===== src/rtl/smartcargo_pkg.sv =====
// smartcargo_pkg
// Shared definitions for the SmartCargo elevator movement control unit:
//   - estado_t : 4-bit state codes of the movement FSM (also exported on db_estado)
//   - SOBE/DESCE : encoding of the travel direction register
package smartcargo_pkg;

  typedef enum logic [3:0] {
    INICIAL     = 4'd0,
    INICIALIZA  = 4'd1,
    PROX_PEDIDO = 4'd2,
    AVALIA      = 4'd3,
    SUBINDO     = 4'd4,
    DESCENDO    = 4'd5,
    REGISTRA_S  = 4'd6,
    REGISTRA_D  = 4'd7,
    CHECA       = 4'd8,
    ENTRA       = 4'd9,
    SAI         = 4'd10,
    RECUSA      = 4'd11,
    SHIFT       = 4'd12,
    AGUARDA     = 4'd13,
    ERRO        = 4'd14
  } estado_t;

  localparam logic SOBE  = 1'b1;
  localparam logic DESCE = 1'b0;

endpackage


===== src/rtl/contador_m.sv =====
// contador_m
// Generic terminal-count timer. Counts up while 'conta' is high and wraps to
// zero after reaching 'limite'; 'zera' clears it and has priority over 'conta'.
// Ports:
//   clock, reset : clock and asynchronous active-high reset
//   zera         : synchronous clear
//   conta        : count enable
//   limite       : terminal value (W bits), may change cycle by cycle
//   fim          : high while the current count equals 'limite'
module contador_m #(
  parameter int W = 8
) (
  input  logic         clock,
  input  logic         reset,
  input  logic         zera,
  input  logic         conta,
  input  logic [W-1:0] limite,
  output logic         fim
);

  logic [W-1:0] valor_q;
  logic [W-1:0] valor_d;

  // fim is decoded from the stored count so the owner can react in the same
  // cycle the terminal value is reached.
  assign fim = (valor_q == limite);

  always_comb begin
    valor_d = valor_q;
    if (zera) begin
      valor_d = '0;
    end else if (conta) begin
      valor_d = fim ? '0 : valor_q + W'(1);
    end
  end

  always_ff @(posedge clock or posedge reset) begin
    if (reset) begin
      valor_q <= '0;
    end else begin
      valor_q <= valor_d;
    end
  end

endmodule


===== src/rtl/uc_movimento_param.sv =====
// uc_movimento_param
// Movement control unit for the SmartCargo elevator. Serves the request at the
// head of the queue: travels up/down counting floors from the sensor edge
// pulse, loads/unloads (or refuses when full) at the destination, pops the
// queue and keeps the door open for T_PORTA cycles. A travel watchdog and
// floor-range checks drop the unit into a latched fault state.
// Ports:
//   clock, reset        : clock, asynchronous active-high reset
//   iniciar             : start pulse
//   temDestino, destino : queue head valid / floor of the queue head
//   eh_origem           : 1 = pickup at head floor, 0 = dropoff
//   bordaSensorAtivo    : one pulse per floor passed
//   shift               : one-cycle queue pop
//   coloca_objetos      : one-cycle load pulse
//   tira_objetos        : one-cycle unload pulse
//   recusado            : one-cycle pulse when a pickup is refused (car full)
//   motorSubindo/Descendo : motor commands, mutually exclusive
//   andar_atual, ocupacao : current floor, objects on board
//   erro                : latched fault, cleared only by reset
//   db_estado           : current state code
module uc_movimento_param
  import smartcargo_pkg::*;
#(
  parameter int N_ANDARES  = 8,
  parameter int W_ANDAR    = $clog2(N_ANDARES),
  parameter int T_PORTA    = 50,
  parameter int T_VIAGEM   = 1000,
  parameter int CAPACIDADE = 4,
  parameter int W_OCUP     = $clog2(CAPACIDADE + 1)
) (
  input  logic               clock,
  input  logic               reset,
  input  logic               iniciar,
  input  logic               temDestino,
  input  logic [W_ANDAR-1:0] destino,
  input  logic               eh_origem,
  input  logic               bordaSensorAtivo,
  output logic               shift,
  output logic               coloca_objetos,
  output logic               tira_objetos,
  output logic               recusado,
  output logic               motorSubindo,
  output logic               motorDescendo,
  output logic [W_ANDAR-1:0] andar_atual,
  output logic [W_OCUP-1:0]  ocupacao,
  output logic               erro,
  output logic [3:0]         db_estado
);

  // One timer serves both the travel watchdog and the door dwell, so it must
  // be wide enough for the larger of the two limits.
  localparam int T_MAX = (T_VIAGEM > T_PORTA) ? T_VIAGEM : T_PORTA;
  localparam int W_TMR = $clog2(T_MAX + 1);

  localparam logic [W_TMR-1:0]   LIM_VIAGEM = W_TMR'(T_VIAGEM - 1);
  localparam logic [W_TMR-1:0]   LIM_PORTA  = W_TMR'(T_PORTA - 1);
  localparam logic [W_ANDAR-1:0] ANDAR_TOPO = W_ANDAR'(N_ANDARES - 1);
  localparam logic [W_OCUP-1:0]  OCUP_MAX   = W_OCUP'(CAPACIDADE);

  estado_t            estado_q, estado_d;
  logic               dir_q, dir_d;
  logic [W_ANDAR-1:0] andar_q, andar_d;
  logic [W_OCUP-1:0]  ocup_q, ocup_d;

  logic shift_q, shift_d;
  logic coloca_q, coloca_d;
  logic tira_q, tira_d;
  logic recusado_q, recusado_d;
  logic sobe_q, sobe_d;
  logic desce_q, desce_d;
  logic erro_q, erro_d;

  logic             zera_tmr;
  logic             conta_tmr;
  logic             fim_tmr;
  logic [W_TMR-1:0] limite_tmr;
  logic             fora_destino_d;

  // Only the dwell state uses the door limit; every other counting state is
  // travelling and therefore uses the watchdog limit.
  assign limite_tmr = (estado_q == AGUARDA) ? LIM_PORTA : LIM_VIAGEM;

  contador_m #(
    .W(W_TMR)
  ) u_timer (
    .clock (clock),
    .reset (reset),
    .zera  (zera_tmr),
    .conta (conta_tmr),
    .limite(limite_tmr),
    .fim   (fim_tmr)
  );

  // Next-state and datapath logic. The sensor edge is checked before the
  // watchdog so a pulse arriving on the expiry cycle still counts as a floor.
  // Reaching the top/bottom floor and still seeing an edge in that direction
  // means the sensor disagrees with the floor count, so the unit faults
  // instead of wrapping the counter.
  always_comb begin
    estado_d  = estado_q;
    dir_d     = dir_q;
    andar_d   = andar_q;
    ocup_d    = ocup_q;
    zera_tmr  = 1'b0;
    conta_tmr = 1'b0;

    case (estado_q)
      INICIAL: begin
        if (iniciar) estado_d = INICIALIZA;
      end
      INICIALIZA: begin
        andar_d  = '0;
        ocup_d   = '0;
        zera_tmr = 1'b1;
        estado_d = PROX_PEDIDO;
      end
      PROX_PEDIDO: begin
        zera_tmr = 1'b1;
        if (temDestino) estado_d = AVALIA;
      end
      AVALIA: begin
        if (destino > andar_q) begin
          dir_d    = SOBE;
          estado_d = SUBINDO;
        end else if (destino < andar_q) begin
          dir_d    = DESCE;
          estado_d = DESCENDO;
        end else begin
          estado_d = CHECA;
        end
      end
      SUBINDO: begin
        conta_tmr = 1'b1;
        if (bordaSensorAtivo) begin
          estado_d = (andar_q == ANDAR_TOPO) ? ERRO : REGISTRA_S;
        end else if (fim_tmr) begin
          estado_d = ERRO;
        end
      end
      DESCENDO: begin
        conta_tmr = 1'b1;
        if (bordaSensorAtivo) begin
          estado_d = (andar_q == '0) ? ERRO : REGISTRA_D;
        end else if (fim_tmr) begin
          estado_d = ERRO;
        end
      end
      REGISTRA_S: begin
        andar_d  = andar_q + W_ANDAR'(1);
        zera_tmr = 1'b1;
        estado_d = CHECA;
      end
      REGISTRA_D: begin
        andar_d  = andar_q - W_ANDAR'(1);
        zera_tmr = 1'b1;
        estado_d = CHECA;
      end
      CHECA: begin
        if (andar_q == destino) begin
          if (!eh_origem)             estado_d = SAI;
          else if (ocup_q < OCUP_MAX) estado_d = ENTRA;
          else                        estado_d = RECUSA;
        end else begin
          estado_d = (dir_q == SOBE) ? SUBINDO : DESCENDO;
        end
      end
      ENTRA: begin
        ocup_d   = ocup_q + W_OCUP'(1);
        estado_d = SHIFT;
      end
      SAI: begin
        // Dropping off with an empty car keeps occupancy at zero.
        ocup_d   = (ocup_q == '0) ? '0 : ocup_q - W_OCUP'(1);
        estado_d = SHIFT;
      end
      RECUSA: begin
        estado_d = SHIFT;
      end
      SHIFT: begin
        zera_tmr = 1'b1;
        estado_d = AGUARDA;
      end
      AGUARDA: begin
        conta_tmr = 1'b1;
        if (fim_tmr) estado_d = PROX_PEDIDO;
      end
      ERRO: begin
        estado_d = ERRO;
      end
      default: begin
        estado_d = INICIAL;
      end
    endcase

    // Outputs are decoded from the next state and next datapath values and
    // then registered, so each output flop holds exactly the Moore function
    // of the state it is presented alongside. The motor stays on through
    // REGISTRA and CHECA while the destination has not been reached, which
    // keeps the command continuous across floor boundaries.
    fora_destino_d = (andar_d != destino);
    sobe_d     = (estado_d == SUBINDO) || (estado_d == REGISTRA_S) ||
                 ((estado_d == CHECA) && (dir_d == SOBE) && fora_destino_d);
    desce_d    = (estado_d == DESCENDO) || (estado_d == REGISTRA_D) ||
                 ((estado_d == CHECA) && (dir_d == DESCE) && fora_destino_d);
    shift_d    = (estado_d == SHIFT);
    coloca_d   = (estado_d == ENTRA);
    tira_d     = (estado_d == SAI);
    recusado_d = (estado_d == RECUSA);
    erro_d     = (estado_d == ERRO);
  end

  // State, datapath and registered outputs; reset clears the motor commands
  // immediately without waiting for a clock edge.
  always_ff @(posedge clock or posedge reset) begin
    if (reset) begin
      estado_q   <= INICIAL;
      dir_q      <= DESCE;
      andar_q    <= '0;
      ocup_q     <= '0;
      shift_q    <= 1'b0;
      coloca_q   <= 1'b0;
      tira_q     <= 1'b0;
      recusado_q <= 1'b0;
      sobe_q     <= 1'b0;
      desce_q    <= 1'b0;
      erro_q     <= 1'b0;
    end else begin
      estado_q   <= estado_d;
      dir_q      <= dir_d;
      andar_q    <= andar_d;
      ocup_q     <= ocup_d;
      shift_q    <= shift_d;
      coloca_q   <= coloca_d;
      tira_q     <= tira_d;
      recusado_q <= recusado_d;
      sobe_q     <= sobe_d;
      desce_q    <= desce_d;
      erro_q     <= erro_d;
    end
  end

  assign shift          = shift_q;
  assign coloca_objetos = coloca_q;
  assign tira_objetos   = tira_q;
  assign recusado       = recusado_q;
  assign motorSubindo   = sobe_q;
  assign motorDescendo  = desce_q;
  assign andar_atual    = andar_q;
  assign ocupacao       = ocup_q;
  assign erro           = erro_q;
  assign db_estado      = estado_q;

endmodule


===== config.mk =====
export PLATFORM = sky130hd
export DESIGN_NAME = uc_movimento_param
export DESIGN_NICKNAME = d
export VERILOG_FILES = /design/src/rtl/smartcargo_pkg.sv /design/src/rtl/contador_m.sv /design/src/rtl/uc_movimento_param.sv
export SDC_FILE = /design/constraint.sdc
export NUM_CORES = 1
export LEC_CHECK = 0
export BUFFER_PORTS_ARGS = -buffer_cell sky130_fd_sc_hd__buf_2
export CORE_AREA = 3 3 75 56
export DETAILED_ROUTE_END_ITERATION = 8
export DIE_AREA = 0 0 78 59
export PLACE_DENSITY_LB_ADDON = 0.12
export SYNTH_ARGS = -nofsm -noshare
export SYNTH_HDL_FRONTEND = slang
export SYNTH_SLANG_ARGS = --single-unit

===== constraint.sdc =====
create_clock -name clock -period 2.75 [get_ports clock]
set_input_delay 0.1375 -clock clock [delete_from_list [all_inputs] [get_ports clock]]
set_output_delay 0.1375 -clock clock [all_outputs]
set_load 0.02 [all_outputs]

## Yosys cells after proc, flatten, opt, wreduce, memory -nomap -nowiden

Index checks and enable logic that the tools add are counted.
W data, S select, Z words.

- Register bits: 28
- Input port bits: 9
- Word-level logic and storage cells: 93

- Add/subtract/negate cells: 5
- Order comparisons: 3
- Equality and inequality tests: 28
- Mux-type cells: 27
- Bitwise gates (word level): 1
- Reduce and logical (&&, ||, !) cells: 17

Operators with widths:

| cell | count |
|---|---|
| $eq A4 B4 Y1 const B | 13 |
| $pmux W4 S12 | 1 |
| $mux W4 | 11 |
| $mux W10 | 4 |
| $eq A4 B3 Y1 const B | 8 |
| $pmux W3 S3 | 2 |
| $add A10 B1 Y10 const B | 1 |
| $eq A10 B10 Y1 | 1 |
| $eq A4 B2 Y1 const B | 2 |
| $add A3 B1 Y3 const B | 2 |
| $logic_not A3 Y1 | 2 |
| $mux W1 | 6 |
| $reduce_or A3 Y1 | 2 |
| $sub A3 B1 Y3 const B | 2 |
| $reduce_or A5 Y1 | 1 |
| $eq A4 B1 Y1 const B | 1 |
| $logic_and A1 B1 Y1 | 4 |
| $logic_not A4 Y1 | 1 |
| $logic_or A1 B1 Y1 | 4 |
| $mux W2 | 2 |
| $eq A3 B3 Y1 | 1 |
| $eq A3 B3 Y1 const B | 1 |
| $gt A3 B3 Y1 | 1 |
| $lt A3 B3 Y1 | 1 |
| other kinds (7) | 7 |

## Longest topological paths before layout

- Word-level depth: 10
- Gate-level depth with buffers: 11
- Gate-level depth less buffers: 9

## Modules after synthesis

Synthesis repeated with hierarchy kept, for this count alone.

- Cells, all modules: 226
- Area total of the unflattened synthesis: 2013.2 sq um

Modules (own cells, without submodules):

| module | instances | cells each | area each (sq um) | seq. area each (sq um) |
|---|---|---|---|---|
| uc_movimento_param | 1 | 158 | 1331.3 | 450.4 |
| contador_m | 1 | 68 | 681.9 | 250.2 |

## Worst setup path after synthesis

No wires, ideal clock.

- Kind: register to register
- Start: register estado_q[1], in the netlist db_estado[1]
- End: register sobe_q, in the netlist motorSubindo
- Arrival time: 2247 ps
- Slack: 377 ps
- Stages on the path, launching flop included: 11
- Path buffers: 2
- Clock period less this slack: 2373 ps
- Cell sequence: dfrtp_1 buf_4 clkbuf_1 nand2_1 nor2_1 fa_1 nor3_1 or4_1 nand4_1 o21ai_0 a21oi_1

- Word-level cells in the longest chain between the ends: 10
- Elaborated cells on any way between the ends: 36
- Those cells by class: eq/ne: 19; mux: 10; reduce/logical: 7

Ends and longest elaborated chain:

| what | line | text |
|---|---|---|
| from (decl) | uc_movimento_param.sv:60 | `estado_t estado_q, estado_d;` |
| from (signal assigned) | uc_movimento_param.sv:228 | `estado_q <= estado_d;` |
| $eq A4 B4 Y1 | uc_movimento_param.sv:81, uc_movimento_param.sv:107 |  |
| $mux W10 | uc_movimento_param.sv:81 | `assign limite_tmr = (estado_q == AGUARDA) ? LIM_PORTA : LIM_VIAGEM;` |
| $eq A10 B10 Y1 | contador_m.sv:26 | `assign fim = (valor_q == limite);` |
| $mux W4 | uc_movimento_param.sv:136, uc_movimento_param.sv:144 |  |
| $mux W4 (on tied branches) | uc_movimento_param.sv:142, uc_movimento_param.sv:134 |  |
| $pmux W4 S12 | uc_movimento_param.sv:107 | `case (estado_q)` |
| $eq A4 B4 Y1 | uc_movimento_param.sv:202 | `((estado_d == CHECA) && (dir_d == SOBE) && fora_destino_d);` |
| $logic_and A1 B1 Y1 (2 in series) | uc_movimento_param.sv:202 |  |
| $logic_or A1 B1 Y1 (*) | uc_movimento_param.sv:201 | `sobe_d = (estado_d == SUBINDO) \|\| (estado_d == REGISTRA_S) \|\|` |
| net sobe_d | uc_movimento_param.sv:69 | `logic sobe_q, sobe_d;` |
| to (signal assigned) | uc_movimento_param.sv:224 | `sobe_q <= 1'b0;` |
| to (signal assigned) | uc_movimento_param.sv:236 | `sobe_q <= sobe_d;` |
| to (decl) | uc_movimento_param.sv:69 |  |

Mark *: on every way through the listed nets, which the timed path passes. The rest lies on a longest branch.
A chain may end at the register's enable or synchronous reset.

## Worst setup path in the final report

Same ends and word-level chain as after synthesis.

==> results.sh <==
export IMPL_run_status="finished clean"
export IMPL_reg2reg_depth=7
export IMPL_post_cts_buffers=0
export IMPL_io_buffers=25
export IMPL_first_global_vias=1567
export IMPL_syn_inst=232
export IMPL_criticalPathCategory="flop to flop"
export IMPL_cap_violations=0
export IMPL_layout_nets=276
export IMPL_finalInstanceArea_um2=2230
export IMPL_final_setup_viol_count=0
export IMPL_setup_tns_ns=0
export IMPL_dp_hpwl_um=3690
export IMPL_multi_input_area_um2=1160
export IMPL_io_pins=26
export IMPL_cts_inserted_buffers=3
export IMPL_vias=1812
export IMPL_syn_area_um2=1970
export IMPL_p_clk_share_pct=43.0
export IMPL_crit_fanout=23
export IMPL_avgSynthCellArea_um2=8.49
export IMPL_htreeDepth=1
export IMPL_drt_vias_per_instance=5.90
export IMPL_hold_buffers=0
export IMPL_clockBufferDepth=2
export IMPL_grt_pass1_wl_um=7970
export IMPL_power_internal_uw=615
export IMPL_synthDistinctLibCells=55
export IMPL_dr_first_iter_drc_count=141
export IMPL_wire_per_inst_um=15.7
export IMPL_clock_latency_ns=0.28
export IMPL_grtUsageTotal_pct=22.1
export IMPL_finalCritPeriodShare_pct=87.7
export IMPL_grt_overflow_total=0
export IMPL_gp_congestion=1.02
export IMPL_firstDrtPassIters=5
export IMPL_endpoint_kind="flop"
export IMPL_antenna_found_initial=0
export IMPL_ir_drop_mv=0.274
export IMPL_hold_slack_ns=0.102
export IMPL_fin_skew_ns=0.00617
export IMPL_syn2layout_area_growth_pct=13.0
export IMPL_synth_nets=250
export IMPL_finalHoldViolCount=0
export IMPL_required_ns=2.95
export IMPL_dieWidth_um=78
export IMPL_p_leak_nw=1.03
export IMPL_path_clk_slew_ns=0.10
export IMPL_postRouteAntennaNets=0
export IMPL_switching_share_pct=20.0
export IMPL_synthFlopType="dfrtp_1"
export IMPL_core_area_um2=3510
export IMPL_final_seq_area_um2=701
export IMPL_fmax_mhz=414
export IMPL_nFillCells=331
export IMPL_wl_um=4820
export IMPL_die_h_um=59
export IMPL_combPwrFrac_pct=3.5
export IMPL_cp_arrival_ns=2.62
export IMPL_power_density_nw_per_um2=345
export IMPL_drive_above_1_share_pct=17.1
export IMPL_cts_root_buf="clkbuf_8"
export IMPL_tightest_slew_ns=1.06
export IMPL_dieArea_um2=4600
export IMPL_rsz0062_at_grt="false"
export IMPL_p_sw_uw=154
export IMPL_placed_area_um2=2150
export IMPL_final_util_pct=63.4
export IMPL_cp_slowest_stage_delay_ns=0.51
export IMPL_num_rows=18
export IMPL_yosysWarnings=0
export IMPL_clock_sinks=28
export IMPL_maxSlewViolCount=0
export IMPL_n_antenna_cell=0
export IMPL_crit_chain="buf_4 > and2_0 > a31oi_1 > a31o_2 > a2111oi_0 > o21ai_0 > a21oi_1"
export IMPL_cp_slowest_cell="dfrtp_1"
export IMPL_period_minus_slack_ns=2.41
export IMPL_seq_area_frac_synth_pct=35.6
export IMPL_grt_max_degree=29
export IMPL_synth_edf_count=0
export IMPL_hold_class="input pin to asynchronous set/reset pin"
export IMPL_start_kind="flop"
export IMPL_synthArstFlopShare_pct=100
export IMPL_ys_ff_latch=28
export IMPL_initial_utilization_pct=56.1
export IMPL_tritoncts="yes"
export IMPL_drcViolationCount=0
export IMPL_p_seq_share_pct=53.5
export IMPL_slew_headroom_pct=29.4
export IMPL_cts_repair_resized=0
export IMPL_power_total_uw=769
cells in the final DEF (no fill, tap or decap), types with 5 or more instances in the layout:
master | synthesis | final
xor2_1 | 5 | 5
buf_4 | 1 | 6
nor3_1 | 7 | 7
o21ai_0 | 16 | 16
inv_1 | 15 | 15
nand2_1 | 18 | 18
nand3_1 | 7 | 7
xnor2_1 | 5 | 5
nor2_1 | 30 | 30
a21oi_1 | 10 | 10
nand4_1 | 6 | 6
nand2b_1 | 8 | 8
ha_1 | 8 | 8
dfrtp_1 | 28 | 28
buf_2 | 5 | 25
registers in the layout, summed over array words and instances, names as in the netlist:
name	count
motorSubindo	1
db_estado	4
dir_q	1
shift	1
ocupacao	3
erro	1
coloca_objetos	1
u_timer.valor_q	10
tira_objetos	1
motorDescendo	1
andar_atual	3
recusado	1
worst paths after layout:
kind	end	start	slack, ns
max	motorSubindo$_DFF_PP0_	db_estado[1]$_DFF_PP0_	0.34
min	tira_objetos$_DFF_PP0_	reset	0.10
max reg2reg	motorSubindo$_DFF_PP0_	db_estado[1]$_DFF_PP0_	0.34
min reg2reg	ocupacao[1]$_DFFE_PP0P_	ocupacao[1]$_DFFE_PP0P_	0.54
max in group asynchronous	dir_q$_DFF_PP0_	reset	2.01
min in group clock	coloca_objetos$_DFF_PP0_	eh_origem	0.18
metal layers:
layer	global-route usage [%]	wire length, um	vias up
li1	-	-	885
met4	3.74	17	0
met2	29.6	1890	71
met5	0	0	-
met3	4.26	379	2
met1	36.7	2530	854
cell families (layout without fill, tap and decap cells):
| kind of cell | Yosys count | after routing | share of synthesized area [%] |
|---|---|---|---|
| AND/OR/NAND/NOR | 101 | 101 | 27.3 |
| buffers and inverters | 25 | 50 | 5.27 |
| XOR/XNOR | 10 | 10 | 4.45 |
| AO/OA/AOI/OAI | 55 | 55 | 19.3 |
| adder cells (fa/ha/maj) | 9 | 9 | 6.10 |
| multiplexers | 4 | 4 | 2.03 |
| flip-flops | 28 | 28 | 35.6 |
area by class of cell:
class,instances,share of cell area (%)
multi-input combinational,179,52.3
sequential,28,31.5
timing repair buffer,31,7.64
tap,50,2.81
inverter,15,2.53
clock buffer,3,1.85
clock inverter,1,1.35
power by group through the flow:
stage	Clock [mW]	Combinational [mW]	Sequential (mW)
2_1_floorplan	0	0.0151	0.420
3_3_place_gp	0	0.0275	0.420
3_5_place_dp	0	0.0276	0.420
4_1_cts	0.338	0.0277	0.411
5_1_grt	0.352	0.0312	0.412
6_report	0.331	0.0270	0.411
synth_stat cells, types with 4 or more instances:
| library cell | number | share of area [%] |
|---|---|---|
| nand2_1 | 18 | 3.4 |
| nor4b_1 | 4 | 1.8 |
| ha_1 | 8 | 5.1 |
| buf_2 | 5 | 1.3 |
| nor3_1 | 7 | 1.8 |
| a21oi_1 | 10 | 2.5 |
| nand4_1 | 6 | 1.9 |
| xor2_1 | 5 | 2.2 |
| mux2i_1 | 4 | 2.0 |
| inv_1 | 15 | 2.9 |
| nand2b_1 | 8 | 2.5 |
| nor2_1 | 30 | 5.7 |
| nand3_1 | 7 | 1.8 |
| a31oi_1 | 4 | 1.3 |
| xnor2_1 | 5 | 2.2 |
| dfrtp_1 | 28 | 36 |
| o21ai_0 | 16 | 4.1 |
critical path, delay by kind of cell, from the launching register on:
family                 cells  cell delay [ns]
AOI/OAI and AO/OA          5             1.15
buffers and inverters      1             0.31
DFF                        1             0.51
and+or+nand+nor            1             0.35
metrics by stage:
step                      setup slack (ns)  cells
after global placement               0.495    303
after detailed placement             0.474    303
after floorplan                      0.377    232
after CTS                            0.463    307
final                                0.337    307
after global routing                0.0803    307
(Power assumes the default switching activity.)
